<file path="src/rtl/pp_mac_pkg.sv">
// rtl/pp_mac_pkg.sv - shared limits, saturation bounds and parameter checks for the MAC pipeline
package pp_mac_pkg;

   localparam int NUM_STAGE_MIN = 3;
   localparam int NUM_STAGE_MAX = 8;
   localparam int ACC_W_MAX     = 128;

   typedef logic [ACC_W_MAX-1:0] sat_val_t;

   typedef struct packed {
      sat_val_t max_v;
      sat_val_t min_v;
   } sat_bounds_t;

   // Bounds are right-aligned; callers keep the low acc_w bits.
   function automatic sat_bounds_t sat_bounds(input int acc_w, input bit signed_mode);
      sat_bounds_t b;
      b.max_v = '0;
      b.min_v = '0;
      for (int i = 0; i < ACC_W_MAX; i++) begin
         if (i < acc_w) b.max_v[i] = 1'b1;
      end
      if (signed_mode) begin
         b.max_v[acc_w-1] = 1'b0;
         b.min_v[acc_w-1] = 1'b1;
      end
      return b;
   endfunction

   function automatic bit params_ok(input int a_w, input int b_w, input int acc_w,
                                    input int signed_mode, input int num_stage);
      return (a_w >= 1) && (b_w >= 1) && (acc_w >= a_w + b_w) && (acc_w <= ACC_W_MAX) &&
             (signed_mode == 0 || signed_mode == 1) &&
             (num_stage >= NUM_STAGE_MIN) && (num_stage <= NUM_STAGE_MAX);
   endfunction

endpackage

</file>
<file path="src/rtl/pp_mac_delay_line.sv">
// rtl/pp_mac_delay_line.sv - ce-gated shift register of configurable width and depth
// Depth 0 degenerates to a wire.
module pp_mac_delay_line
   import pp_mac_pkg::*;
#(
   parameter int W     = 1,
   parameter int DEPTH = 0
) (
   input  logic         clk,
   input  logic         reset,
   input  logic         ce,
   input  logic [W-1:0] din,
   output logic [W-1:0] dout
);

   if (DEPTH == 0) begin : g_pass
      assign dout = din;
   end else begin : g_shift
      logic [DEPTH-1:0][W-1:0] sr_q, sr_d;

      always_comb begin
         sr_d = sr_q;
         if (ce) begin
            sr_d[0] = din;
            for (int i = 1; i < DEPTH; i++) sr_d[i] = sr_q[i-1];
         end
      end

      always_ff @(posedge clk) begin
         if (reset) sr_q <= '0;
         else       sr_q <= sr_d;
      end

      assign dout = sr_q[DEPTH-1];
   end

endmodule

</file>
<file path="src/rtl/pp_pipeline_accel_mac_pipe.sv">
// rtl/pp_pipeline_accel_mac_pipe.sv - parametrised pipelined multiply-accumulate with ce stall
// Optional clamp-on-overflow with sticky ovf when PP_MAC_SAT_EN is defined.
module pp_pipeline_accel_mac_pipe
   import pp_mac_pkg::*;
#(
   parameter int A_W       = 16,
   parameter int B_W       = 16,
   parameter int ACC_W     = 40,
   parameter int SIGNED    = 0,
   parameter int NUM_STAGE = 4
) (
   input  logic             clk,
   input  logic             reset,
   input  logic             ce,
   input  logic             din_vld,
   input  logic             acc_en,
   input  logic [A_W-1:0]   din0,
   input  logic [B_W-1:0]   din1,
   output logic [ACC_W-1:0] dout,
   output logic             dout_vld,
   output logic             ovf
);

   localparam int P_W = A_W + B_W;
   localparam int DLY = NUM_STAGE - 3;

   if (!params_ok(A_W, B_W, ACC_W, SIGNED, NUM_STAGE)) begin : g_param_check
      $error("pp_pipeline_accel_mac_pipe: illegal parameter combination");
   end

   logic [A_W-1:0]   a_q, a_d;
   logic [B_W-1:0]   b_q, b_d;
   logic             vld1_q, vld1_d, ae1_q, ae1_d;
   logic [P_W-1:0]   p_q, p_d;
   logic             vld2_q, vld2_d, ae2_q, ae2_d;
   logic [P_W-1:0]   p_n;
   logic             vld_n, ae_n;
   logic [ACC_W-1:0] acc_q, acc_d;
   logic             dout_vld_q, dout_vld_d;
   logic [P_W-1:0]   a_x, b_x;
   logic [ACC_W-1:0] p_ext, acc_next;

   // valid and acc_en ride alongside the product so restarts stay aligned through bubbles
   pp_mac_delay_line #(
      .W     (P_W + 2),
      .DEPTH (DLY)
   ) u_dly (
      .clk   (clk),
      .reset (reset),
      .ce    (ce),
      .din   ({p_q, vld2_q, ae2_q}),
      .dout  ({p_n, vld_n, ae_n})
   );

`ifdef PP_MAC_SAT_EN
   localparam sat_bounds_t      SAT     = sat_bounds(ACC_W, SIGNED != 0);
   localparam logic [ACC_W-1:0] SAT_MAX = SAT.max_v[ACC_W-1:0];
   localparam logic [ACC_W-1:0] SAT_MIN = SAT.min_v[ACC_W-1:0];

   logic [ACC_W:0]   sum_x;
   logic             sat_hit;
   logic [ACC_W-1:0] sat_val;
   logic             ovf_q, ovf_d;

   always_comb begin
      sum_x = {1'b0, acc_q} + {1'b0, p_ext};
      if (SIGNED != 0) begin
         sat_hit = (acc_q[ACC_W-1] == p_ext[ACC_W-1]) && (sum_x[ACC_W-1] != acc_q[ACC_W-1]);
         sat_val = p_ext[ACC_W-1] ? SAT_MIN : SAT_MAX;
      end else begin
         sat_hit = sum_x[ACC_W];
         sat_val = SAT_MAX;
      end
      acc_next = sat_hit ? sat_val : sum_x[ACC_W-1:0];
      ovf_d    = ovf_q | (ce & vld_n & ae_n & sat_hit);
   end

   always_ff @(posedge clk) begin
      if (reset) ovf_q <= 1'b0;
      else       ovf_q <= ovf_d;
   end

   assign ovf = ovf_q;
`else
   always_comb begin
      acc_next = acc_q + p_ext;
   end

   assign ovf = 1'b0;
`endif

   always_comb begin
      a_d        = a_q;
      b_d        = b_q;
      vld1_d     = vld1_q;
      ae1_d      = ae1_q;
      p_d        = p_q;
      vld2_d     = vld2_q;
      ae2_d      = ae2_q;
      acc_d      = acc_q;
      dout_vld_d = dout_vld_q;
      if (SIGNED != 0) begin
         a_x   = P_W'($signed(a_q));
         b_x   = P_W'($signed(b_q));
         p_ext = ACC_W'($signed(p_n));
      end else begin
         a_x   = P_W'(a_q);
         b_x   = P_W'(b_q);
         p_ext = ACC_W'(p_n);
      end
      if (ce) begin
         a_d        = din0;
         b_d        = din1;
         vld1_d     = din_vld;
         ae1_d      = acc_en;
         p_d        = a_x * b_x;
         vld2_d     = vld1_q;
         ae2_d      = ae1_q;
         dout_vld_d = vld_n;
         if (vld_n) acc_d = ae_n ? acc_next : p_ext;
      end
   end

   always_ff @(posedge clk) begin
      if (reset) begin
         a_q        <= '0;
         b_q        <= '0;
         vld1_q     <= 1'b0;
         ae1_q      <= 1'b0;
         p_q        <= '0;
         vld2_q     <= 1'b0;
         ae2_q      <= 1'b0;
         acc_q      <= '0;
         dout_vld_q <= 1'b0;
      end else begin
         a_q        <= a_d;
         b_q        <= b_d;
         vld1_q     <= vld1_d;
         ae1_q      <= ae1_d;
         p_q        <= p_d;
         vld2_q     <= vld2_d;
         ae2_q      <= ae2_d;
         acc_q      <= acc_d;
         dout_vld_q <= dout_vld_d;
      end
   end

   assign dout     = acc_q;
   assign dout_vld = dout_vld_q;

endmodule
</file>
<file path="config.mk">
export PLATFORM = sky130hd
export DESIGN_NAME = pp_pipeline_accel_mac_pipe
export DESIGN_NICKNAME = d
export VERILOG_FILES = /design/src/rtl/pp_mac_pkg.sv /design/src/rtl/pp_mac_delay_line.sv /design/src/rtl/pp_pipeline_accel_mac_pipe.sv
export SDC_FILE = /design/constraint.sdc
export NUM_CORES = 1
export LEC_CHECK = 0
export BUFFER_PORTS_ARGS = -buffer_cell sky130_fd_sc_hd__buf_2
export CORE_MARGIN = 2
export CORE_UTILIZATION = 60
export DETAILED_ROUTE_END_ITERATION = 6
export PLACE_DENSITY = 0.78
export SYNTH_ARGS = -nofsm -noshare
export SYNTH_HDL_FRONTEND = slang
export SYNTH_SLANG_ARGS = --single-unit
</file>
<file path="constraint.sdc">
create_clock -name clk -period 13.9 [get_ports clk]
set_input_delay 2.085 -clock clk [delete_from_list [all_inputs] [get_ports clk]]
set_output_delay 2.085 -clock clk [all_outputs]
set_load 0.05 [all_outputs]
</file>
Word-level counts from Yosys, hierarchy flattened
Cells that the tools add are included.
{ "totals": {"register_bits": 143, "out_inout_bits": 42, "inputBits": 37} }
{ "op_classes": {"reduce_logical": 1, "multipliers": 1, "n_mux": 1, "n_addsub": 1} }
{ "op_table": {"columns": ["op", "count"], "rows": [
  ["$add 40x32->40", 1],
  ["$mux 40", 1],
  ["$mul 16x16->32", 1],
  ["$reduce_and 2->1", 1]
]} }

Logic depth before layout (Yosys ltp)
Gate-level depths: netlist of run 1.
{ "depth": {"word_depth": 2, "depth_mapped": 23, "ltp_nobuf": 21} }

Hierarchy
A second synthesis of run 1 with hierarchy kept.
{ "hier_totals": {"cells_unflattened": 1794, "area_unflattened_um2": 15822.7} }
{ "by_module_without_submodules": {"columns": ["mod", "cells_per_inst", "area_each_um2", "n_inst"], "rows": [
  ["pp_pipeline_accel_mac_pipe", 1684, 14584.0, 1],
  ["pp_mac_delay_line", 110, 1238.7, 1]
]} }

Worst setup path after synthesis of run 1
Ideal clock, no wire load.
{ "synth_path": {"kind": "register -> register", "from": "register b_q[9]", "to": "register p_q[31]", "required_time_ns": 13.814, "synth_period_minus_slack_ns": 5.937, "setup_slack_ns": 7.963, "t_arrival_ns": 5.851, "path_buffers": 2, "path_stages_with_launch": 24, "setup_ns": 0.086, "path_cell_list": "dfxtp_1 -> clkbuf_1 -> clkbuf_1 -> nand2_1 -> fa_1 -> inv_1 -> fa_1 -> inv_1 -> fa_1 -> inv_1 -> fa_1 -> fa_1 -> inv_1 -> fa_1 -> inv_1 -> ha_1 -> o21ai_0 -> a2111oi_0 -> a221oi_1 -> a31oi_1 -> nor4_1 -> o31ai_1 -> xnor2_1 -> a211oi_1"} }
{ "synth_between": {"elab_chain_cells": 1} }
{ "synth_rtl": {"columns": ["element", "line_no", "source"], "rows": [
  ["start, declared", "pp_pipeline_accel_mac_pipe.sv:32", "logic [B_W-1:0] b_q, b_d;"],
  ["start signal, assigned", "pp_pipeline_accel_mac_pipe.sv:127", "b_q <= '0;"],
  ["start signal, assigned", "pp_pipeline_accel_mac_pipe.sv:137", "b_q <= b_d;"],
  ["$mul 16x16->32", "pp_pipeline_accel_mac_pipe.sv:116", "p_d = a_x * b_x;"],
  ["end signal, assigned", "pp_pipeline_accel_mac_pipe.sv:140", "p_q <= p_d;"],
  ["end, declared", "pp_pipeline_accel_mac_pipe.sv:34", "logic [P_W-1:0] p_q, p_d;"]
]} }
Every way passes these cells.
A chain may end at the register's enable or synchronous reset.

Worst setup path after layout of run 1
{ "layout_path": {"from": "register a_q[12]", "to": "register p_q[31]"} }
{ "layout_between": {"elab_chain_cells": 1} }
{ "layout_rtl": {"columns": ["element", "line_no", "source"], "rows": [
  ["start, declared", "pp_pipeline_accel_mac_pipe.sv:31", "logic [A_W-1:0] a_q, a_d;"],
  ["start signal, assigned", "pp_pipeline_accel_mac_pipe.sv:126", "a_q <= '0;"],
  ["start signal, assigned", "pp_pipeline_accel_mac_pipe.sv:136", "a_q <= a_d;"],
  ["$mul 16x16->32", "pp_pipeline_accel_mac_pipe.sv:116", null]
]} }
Every way passes these cells.

==> results of run 1 <==
-- cells by family (layout without fill, tap and decap cells) --
group	Yosys count	after routing	synth area share, %
adder cells (fa/ha/maj)	331	331	35.7
AO/OA/AOI/OAI	270	270	11.2
other	1	2	0.0239
buffers and inverters	330	357	8.01
AND/OR/NAND/NOR	573	573	17.6
flip-flops	143	143	18.2
multiplexers	102	102	6.51
XOR/XNOR	48	48	2.68
-- path summary, 6_finish.rpt --
kind | endpoint | startpoint | cells past startpoint
worst min register to register | p_q[29]$_SDFFE_PP0P_ | p_q[29]$_SDFFE_PP0P_ | 2
worst max-delay path | p_q[31]$_SDFFE_PP0P_ | a_q[12]$_SDFFE_PP0P_ | 19
worst max register to register | p_q[31]$_SDFFE_PP0P_ | a_q[12]$_SDFFE_PP0P_ | 19
worst min-delay path | p_q[29]$_SDFFE_PP0P_ | p_q[29]$_SDFFE_PP0P_ | 2
-- cell usage in the layout, fill, tap and decap left out, types with 19 or more instances in the layout --
master	n
o21ai_0	47
and2_1	133
fa_1	195
inv_1	238
nand3_1	21
buf_2	75
ha_1	136
a21oi_1	69
nor2_1	144
dfxtp_1	143
xnor2_1	35
a21o_1	37
nand2_1	183
a31oi_1	19
mux2i_1	101
a211oi_1	30
-- sequential cells by signal, indices dropped and copies added (netlist names) --
register	count
dout	40
a_q	16
dout_vld	1
u_dly.dout	34
ae1_q	1
ae2_q	1
vld1_q	1
b_q	16
p_q	32
vld2_q	1
-- where the power goes --
| part | internal (mW) | switching (mW) |
|---|---|---|
| clock | 0.241 | 0.219 |
| sequential | 0.430 | 0.0409 |
| combinational | 0.112 | 0.159 |
| total | 0.783 | 0.420 |
-- worst min-delay path, delay by kind of cell, from the launching register on --
family           cells  cell delay [ps]
AO/OA/AOI/OAI        1               50
flip-flops           1              320
AND/OR/NAND/NOR      1               60
-- routing by layer --
layer	GRT usage [%]	vias to the layer above
li1	-	5952
met1	35.9	6271
met2	46.0	365
met3	4.15	74
met4	8.24	0
met5	0	-
-- cell type report --
class | count | share of cell area (%)
multi-input combinational | 1325 | 68.9
sequential | 143 | 17.0
inverter | 240 | 5.36
timing repair buffer | 85 | 2.68
clock buffer | 17 | 2.53
tap | 335 | 2.49
clock inverter | 15 | 0.960
antenna | 1 | 0.0149
==> results.toml, run 1 <==
[status]
outcome = "finished, final reports clean"

[synthesis]
yosysTopAreaCellShare_pct = 24.9
yosysMostFrequentCell = "inv_1"
synth_largest_area_cell = "fa_1"
seq_area_frac_synth_pct = 18.2
ys_async_sr_fraction_pct = 0
syn-num-nets = 2166
yosys-top-cells-area = "fa_1, dfxtp_1, ha_1"
yosys_warnings = 0
postSynthAreaPerCell_sq_um = 8.73
synth_common_cells = "inv_1, fa_1, nand2_1, nor2_1, dfxtp_1"
synth_edf_count = 0
syn_inst = 1798
syn_area_sq_mm = 0.0157
ys_seq_elements = 143
synth.distinct_cells = 58
synth_ff_type = "dfxtp_1"

[floorplanning]
core_area_sq_mm = 0.0259
die_w_um = 166
placementRows = 59
die_area_sq_mm = 0.0275
initial_core_util_pct = 60.6
die_h_um = 166
boundaryPins = 79

[worst_setup_path]
crit_fanout = 17
critPathTopFamily = "adder cells"
worst-path-buf-inv = 3
crit_top_cell = "fa_1"
crit_chain = "nand2_1 > fa_1 > fa_1 > fa_1 > inv_1 > fa_1 > fa_1 > inv_1 > fa_1 > inv_1 > ha_1 > o21ai_0 > a21oi_1 > a221oi_1 > a31oi_1 > nor4_1 > o31ai_1 > xnor2_1 > a211oi_1"
worstPathArrival_ps = 6950
worstSetupPathType = "flip-flop to flip-flop"
slowest_delay_ps = 790
crit_path_top_delay_cell = "dfxtp_1"
critPathLaunchType = "flip-flop"
reg2reg_setup_slack_ps = 7280
cp-end-kind = "flip-flop"
critPathRequiredTime_ps = 14230

[power_and_ir_drop]
powerDensity_mw_per_mm2 = 71.5
irDropWorstVdd_mv = 0.0584
leakagePower_nw = 8.31
p_total_mw = 1.20

[route]
route.top_layer_used = "met4"
drt_first_pass_iters = 7
dr_wl_met2_um = 18300
postRouteAntennaNets = 0
wl_met3_um = 1820
num_vias = 12662
routed_via_density = 5.86
wl_met1_um = 15800
avgRoutedWirePerCell_um = 17.0
drc = 0
wirelength_um = 36800
drt_iter0_drc = 660

[timing]
finalSetupTns_ps = 0
relSlewSlack_pct = 28.9
max_freq_mhz = 151
slew_violations = 0
setup_ws_ps = 7280
period_needed_ps = 6620
finClkSkew_ps = 20.1
period_share_pct = 47.7
final-setup-viol-count = 0
hold_ws_ps = 479
rsz0062_at_grt = "false"
worst_pin_slew_ps = 1070
hold_viol_final = 0

[cells_and_area]
fill_cells = 2172
utilization_pct = 64.9
drive_gt1_share_pct = 6.79
design_area_sq_mm = 0.0168
multi_input_area_sq_mm = 0.0116
final-seq-area_sq_mm = 0.00286
final_cells = 2161
synthToLayoutAreaGrowth_pct = 7.02
nets = 2180

[grt]
grt_pass1_vias = 12621
grt_antenna_before_repair = 0
grt-ovfl-total = 0
grt_first_pass_wirelength_um = 61400
grt_start_max_net_pins = 101
grt_use_total_pct = 27.1

[place]
place_ws_ps = 7290
dpl.hpwl_um = 27800
gp_congestion = 0.890
place_area_sq_mm = 0.0162
io_buffers = 77
placed_cells = 2128

[clock_tree]
cts_hold_buf = 0
cts.reportedPaths.clkPinSlew_ps = 70
insertion_delay_ps = 440
cts_htree_levels = 4
postCtsSetupRepairBufs = 0
root_buffer = "clkbuf_16"
clkSinkCount = 143
tritoncts = "done"
cts-resized-gates = 0
clock_path_buffers = 2
numCtsBuffers = 17

[run]
drv_cap = 0

[min_path]
hold_class = "flip-flop to flip-flop"
No activity file was read; power rests on OpenSTA's default activity.
==> run 2: changes to the inputs <==
--- a/config.mk
+++ b/config.mk
@@ -5,6 +5,7 @@
 export SDC_FILE = /design/constraint.sdc
 export NUM_CORES = 1
 export LEC_CHECK = 0
+export ABC_AREA = 1
 export BUFFER_PORTS_ARGS = -buffer_cell sky130_fd_sc_hd__buf_2
 export CORE_MARGIN = 2
 export CORE_UTILIZATION = 60
==> constraint.sdc (replaced) <==
create_clock -name clk -period 6.2 [get_ports clk]
set_input_delay 0.93 -clock clk [delete_from_list [all_inputs] [get_ports clk]]
set_output_delay 0.93 -clock clk [all_outputs]
set_load 0.05 [all_outputs]
==> run 2 against run 1 <==
Effect of this change:
- cell area grew 11%
- sequential power up 130%
- first-iteration DRC count increased by 88%
- critical endpoint is now p_q[27]$_SDFFE_PP0P_
- hold slack got worse by 19 ps
- largest cell class unchanged
- non-clock buffer count up 23
- clock power grew to 2.7 times the previous value
- clock skew is 4.3 ps lower
- register-to-register slack worse by 6900 ps
- utilization grew 0.40 points
- fmax rose by 14%
- critical path depth up 3
- count of clock-buffer cells in the layout rose by 1
==> results.toml, run 2 <==
[cells_and_area]
layout_common_cells = "nand2_1, inv_1, nor2_1"
drive_gt1_share_pct = 6.88
nets = 2985
final_common_cell = "nand2_1"
n_antenna_cell = 0
synthToLayoutAreaGrowth_pct = 7.78
utilization_pct = 65.3
largest_register_ffs = 40

[clock_tree]
numCtsBuffers = 17
clkSinkCount = 143
tritoncts = "done"
cts.reportedPaths.clkPinSlew_ps = 80
root_buffer = "clkbuf_16"
cts_htree_levels = 4
cts_hold_buf = 0
cts-resized-gates = 0
postCtsSetupRepairBufs = 0
clock_path_buffers = 2
insertion_delay_ps = 450

[synthesis]
synth.distinct_cells = 41
ys_seq_elements = 143
yosysTopAreaCellShare_pct = 22.6
synth_largest_area_cell = "fa_1"
synth_edf_count = 0
syn_inst = 2603
postSynthAreaPerCell_sq_um = 6.62
yosysMostFrequentCell = "nand2_1"
syn_area_sq_mm = 0.0172
ys_async_sr_fraction_pct = 0
syn-num-nets = 2971
seq_area_frac_synth_pct = 16.6
synth_ff_type = "dfxtp_1"
yosys-top-cells-area = "fa_1, dfxtp_1, nand2_1"
yosys_warnings = 0
synth_common_cells = "nand2_1, inv_1, nor2_1, fa_1, dfxtp_1"

[worst_setup_path]
reg2reg_setup_slack_ps = 400
worstPathArrival_ps = 6130
critPathRequiredTime_ps = 6540
crit_chain = "nand2_1 > inv_1 > fa_1 > inv_1 > fa_1 > fa_1 > inv_1 > fa_1 > fa_1 > inv_1 > fa_1 > inv_1 > ha_1 > a21o_1 > a21boi_1 > o21bai_1 > nand2_1 > nand3_1 > nand2_1 > nand2_1 > o21ai_0 > inv_1"
crit_path_top_delay_cell = "dfxtp_1"
crit_fanout = 17
critPathLaunchType = "flip-flop"
worstSetupPathType = "flip-flop to flip-flop"
cp-end-kind = "flip-flop"
slowest_delay_ps = 810

[grt]
busiest_layer = "met2"
grt_use_total_pct = 33.8
grt-ovfl-total = 0
grt_start_max_net_pins = 78
grt_pass1_vias = 15833
grt_antenna_before_repair = 0
met3_usage_pct = 4.04
grt_first_pass_wirelength_um = 80700
grt_use_met2_pct = 56.6
grtUsageMet1_pct = 45.8

[timing]
setup_ws_ps = 405
slew_violations = 0
period_needed_ps = 5800
rsz0062_at_grt = "false"
relSlewSlack_pct = 46.4
hold_viol_final = 0
finalSetupTns_ps = 0
finClkSkew_ps = 15.8
final-setup-viol-count = 0
period_share_pct = 93.5
worst_pin_slew_ps = 804
max_freq_mhz = 173

[route]
wirelength_um = 48900
num_vias = 15918
routed_via_density = 5.28
postRouteAntennaNets = 0
drt_iter0_drc = 1244
avgRoutedWirePerCell_um = 16.2
drt_first_pass_iters = 5
drc = 0

[floorplanning]
core_area_sq_mm = 0.0285
placementRows = 62
die_h_um = 174
die_area_sq_mm = 0.0301
boundaryPins = 79
initial_core_util_pct = 60.5
die_w_um = 174

[power_and_ir_drop]
leakagePower_nw = 10.7
powerDensity_mw_per_mm2 = 195
irDropWorstVdd_mv = 0.212

[status]
outcome = "finished, final reports clean"

[run]
drv_cap = 0

[place]
dpl.hpwl_um = 39000
io_buffers = 77
gp_congestion = 0.921
place_ws_ps = 342

[min_path]
hold_class = "flip-flop to flip-flop"
==> run 2: changes by cell type in the layout (fill, tap and decap cells not counted), moves of 76 or more <==
cell | previous run | this run
inv_1 | 238 | 572
nand2_1 | 183 | 687
o21ai_0 | 47 | 123
and2_1 | 133 | 2
nor2_1 | 144 | 342
mux2i_1 | 101 | 0
==> run 2: worst max-delay path, delay by kind of cell (launching register included) <==
family                   cells  cell delay, ps
flip-flops                   1             810
buffers and inverters        6             440
adder cells (fa/ha/maj)      7            3190
AO/OA/AOI/OAI                4             820
AND/OR/NAND/NOR              5             420
==> run 2: logic make-up (layout without fill, tap and decap cells) <==
group / count (synthesis) / in the layout / share of synthesized area, %
flops: 143 / 143 / 16.6
xor+xnor: 22 / 22 / 1.12
compound gates: 251 / 251 / 7.73
fa+ha+maj: 331 / 331 / 32.5
other cells: 1 / 1 / 0.0218
buf+inv: 688 / 714 / 15.1
simple gates: 1167 / 1167 / 26.9
==> run 2: metrics by stage <==
stage	power, mW	cell area (sq um)	instances	hold slack (ps)
global placement	2.37	17900	2982	448
finish	3.62	18600	3013	460
floorplan	2.02	17200	2603	434
global route	3.86	18600	3013	491
CTS	3.62	18600	3013	465
detailed placement	2.40	17900	2982	455
==> run 2: metal layers <==
metal  vias up  part of all wire [%]  wire length [um]
li1       7734                     -                 -
met1      7482                    43             21200
met2       586                    47             22900
met3       116                   6.5              3160
met4         0                   3.1              1530
met5         -                     0                 0
==> run 2: cell type report <==
cell class,count,area (sq um)
Clock inverter,13,224
Timing Repair Buffer,108,621
Multi-Input combinational cell,1772,11800
Sequential cell,143,2880
Inverter,575,2160
Tap cell,384,480
Clock buffer,18,439
Fill cell,2642,9890
==> run 2: worst paths after layout <==
kind,startpoint,to,cells past startpoint
hold / removal,dout_vld$_SDFFE_PP0P_,dout_vld$_SDFFE_PP0P_,2
setup reg to reg,b_q[4]$_SDFFE_PP0P_,p_q[27]$_SDFFE_PP0P_,22
hold reg to reg,dout_vld$_SDFFE_PP0P_,dout_vld$_SDFFE_PP0P_,2
setup / recovery,b_q[4]$_SDFFE_PP0P_,p_q[27]$_SDFFE_PP0P_,22
==> run 2: where the power goes <==
part	internal (mW)	switching, mW
Sequential	0.990	0.109
Clock	0.735	0.484
Combinational	0.471	0.828
Total	2.20	1.42
==> run 3: changes to the inputs <==
--- a/config.mk
+++ b/config.mk
@@ -10,7 +10,9 @@
 export CORE_MARGIN = 2
 export CORE_UTILIZATION = 60
 export DETAILED_ROUTE_END_ITERATION = 6
+export HOLD_SLACK_MARGIN = 0.05
 export PLACE_DENSITY = 0.78
 export SYNTH_ARGS = -nofsm -noshare
 export SYNTH_HDL_FRONTEND = slang
+export SYNTH_HIERARCHICAL = 1
 export SYNTH_SLANG_ARGS = --single-unit
==> run 3 against run 2 <==
Effect of this change:
- non-clock buffer count up 20
- via count up 3.3%
- global-route usage up 0.22 points
- synthesized area up 1.5%
- critical path depth down 2
- worst setup slack worse by 120 ps
- sequential cell count unchanged
- critical path type unchanged
- critical endpoint is now p_q[28]$_SDFFE_PP0P_
==> results.toml, run 3 <==
[clock_tree]
root_buffer = "clkbuf_16"
insertion_delay_ps = 450
cts.reportedPaths.clkPinSlew_ps = 70
tritoncts = "done"
cts_htree_levels = 4
clkSinkCount = 143
postCtsSetupRepairBufs = 0
numCtsBuffers = 17
clock_path_buffers = 2
cts_hold_buf = 0

[synthesis]
synth.distinct_cells = 45
ys_async_sr_fraction_pct = 0
synth_ff_type = "dfxtp_1"
seq_area_frac_synth_pct = 16.4
ys_seq_elements = 143
syn-num-nets = 3017
synth_largest_area_cell = "fa_1"
syn_inst = 2649
yosys_warnings = 6
syn_area_sq_mm = 0.0175
postSynthAreaPerCell_sq_um = 6.61
yosysMostFrequentCell = "nand2_1"
yosys-top-cells-area = "fa_1, dfxtp_1, nand2_1"
synth_edf_count = 0
synth_common_cells = "nand2_1, inv_1, nor2_1, fa_1, dfxtp_1"
yosysTopAreaCellShare_pct = 22.3

[floorplanning]
die_area_sq_mm = 0.0305
placementRows = 62
die_w_um = 175
core_area_sq_mm = 0.0287
die_h_um = 175
boundaryPins = 79
initial_core_util_pct = 61.0

[grt]
grt_first_pass_wirelength_um = 81900
grt-ovfl-total = 0
grt_antenna_before_repair = 0
grt_start_max_net_pins = 81
grt_use_total_pct = 34.1
grt_pass1_vias = 16376

[place]
place_ws_ps = 240
io_buffers = 77
placed_cells = 3047
gp_congestion = 0.988
dpl.hpwl_um = 39600
place_area_sq_mm = 0.0183

[power_and_ir_drop]
powerDensity_mw_per_mm2 = 184
irDropWorstVdd_mv = 0.228
leakagePower_nw = 11.0

[timing]
finClkSkew_ps = 10.4
hold_viol_final = 0
worst_pin_slew_ps = 1020
finalSetupTns_ps = 0
setup_ws_ps = 284
max_freq_mhz = 169
period_share_pct = 95.4
final-setup-viol-count = 0
rsz0062_at_grt = "false"
relSlewSlack_pct = 31.8
slew_violations = 0
period_needed_ps = 5920

[route]
avgRoutedWirePerCell_um = 15.9
num_vias = 16449
routed_via_density = 5.34
drt_first_pass_iters = 5
drt_iter0_drc = 1261
drc = 0
postRouteAntennaNets = 0
wirelength_um = 49100

[worst_setup_path]
slowest_delay_ps = 680
crit_top_cell = "fa_1"
worstSetupPathType = "flip-flop to flip-flop"
reg2reg_setup_slack_ps = 280
cp-end-kind = "flip-flop"
crit_chain = "nand2_1 > fa_1 > fa_1 > inv_1 > fa_1 > fa_1 > fa_1 > inv_1 > fa_1 > inv_1 > ha_1 > a21oi_1 > o21ai_0 > a21o_1 > a21boi_0 > nand2_1 > nand2_1 > nand3_1 > nand2_1 > inv_1"
worstPathArrival_ps = 6270
critPathRequiredTime_ps = 6550
critPathLaunchType = "flip-flop"
reg2reg_to = "p_q[28]$_SDFFE_PP0P_"
crit_fanout = 12
r2r_cells = 20
crit_path_top_delay_cell = "dfxtp_1"
r2r_start = "b_q[3]$_SDFFE_PP0P_"
startpoint = "b_q[3]$_SDFFE_PP0P_"
endpoint = "p_q[28]$_SDFFE_PP0P_"

[min_path]
hold_class = "flip-flop to flip-flop"

[cells_and_area]
final_common_cell = "nand2_1"
n_antenna_cell = 0
synthToLayoutAreaGrowth_pct = 7.93
layout_common_cells = "nand2_1, inv_1, nor2_1"
design_area_sq_mm = 0.0189
nets = 3050
final_cells = 3079
drive_gt1_share_pct = 8.05
largest_register_ffs = 40

[status]
outcome = "finished, final reports clean"

[run]
drv_cap = 0
## run 3: cell count changes after synthesis, moves of 3 or more
cell	before	now
xor2_1	17	20
clkinv_1	1	4
nand2_2	8	14
inv_1	572	595
o21ai_0	123	96
nor2_2	4	9
nand4_1	8	14
nor2_1	342	329
nand3_1	74	71
buf_6	0	4
clkbuf_1	97	91
xnor2_1	5	2
nor3_1	20	11
nand2_1	688	737
## run 3: area by class of cell
class	count	area, sq um
clock inverters	14	156
inverters	601	2260
fillers	2656	9820
multi-input cells	1791	11900
repair buffers	128	771
well taps	384	480
clock buffers	18	439
flip-flops and latches	143	2870
## run 3: report_power, final
part,switching (mW),total [mW],leakage [nW],internal [mW]
logic,0.856,1.35,9.57,0.489
clock network,0.454,1.06,0.292,0.609
registers,0.0846,1.07,1.18,0.990
total,1.39,3.48,11.0,2.09
## run 3: repair_timing
action | in CTS | in global routing
endpoints found under the setup margin | 0 | 11
endpoints found under the hold margin | 0 | 0
resized for setup | 0 | 10
## run 3: worst min path at each step
stage | endpoint | start | slack [ps] | depth (start not counted)
global placement | dout_vld$_SDFFE_PP0P_ | dout_vld$_SDFFE_PP0P_ | 450 | 2
global route | dout_vld$_SDFFE_PP0P_ | dout_vld$_SDFFE_PP0P_ | 500 | 2
detailed placement | dout_vld$_SDFFE_PP0P_ | dout_vld$_SDFFE_PP0P_ | 460 | 2
CTS | dout_vld$_SDFFE_PP0P_ | dout_vld$_SDFFE_PP0P_ | 470 | 2
floorplan | u_dly/dout[0]$_SDFFE_PP0P_ | u_dly/dout[0]$_SDFFE_PP0P_ | 450 | 2
finish | dout_vld$_SDFFE_PP0P_ | dout_vld$_SDFFE_PP0P_ | 470 | 2
## run 3: stage by stage
| step | utilization (%) | total power [mW] | hold WS [ps] |
|---|---|---|---|
| finish | 65.8 | 3.48 | 465 |
| global route | 65.8 | 3.74 | 502 |
| CTS | 65.7 | 3.49 | 471 |
| detailed placement | 63.7 | 2.42 | 461 |
| global placement | 63.7 | 2.40 | 450 |
| floorplan | - | 2.03 | 447 |
## run 3: kinds of logic (layout without fill, tap and decap cells)
logic type                 after synthesis  count (layout)  synth area share (%)
adders and majority gates              331             331                  32.0
buffers and inverters                  715             761                  15.6
and+or+nand+nor                       1211            1211                  27.9
DFF                                    143             143                  16.4
other                                    1               1                0.0214
AOI/OAI and AO/OA                      226             226                  6.94
xor gates and xnor gates                22              22                  1.10
## run 3: critical path: cells and delay by family (launching register included)
kind / cells / cell delay, ps
AO/OA/AOI/OAI: 4 / 1060
adder cells (fa/ha/maj): 7 / 3360
buffers and inverters: 4 / 180
flip-flops: 1 / 680
AND/OR/NAND/NOR: 5 / 510
## run 3: routing by layer
metal	vias up	part of all wire [%]	track usage [%]
li1	7880	-	-
met1	7791	44	46.9
met2	677	44	53.7
met3	101	9.2	7.35
met4	0	2.7	11.1
met5	-	0	0
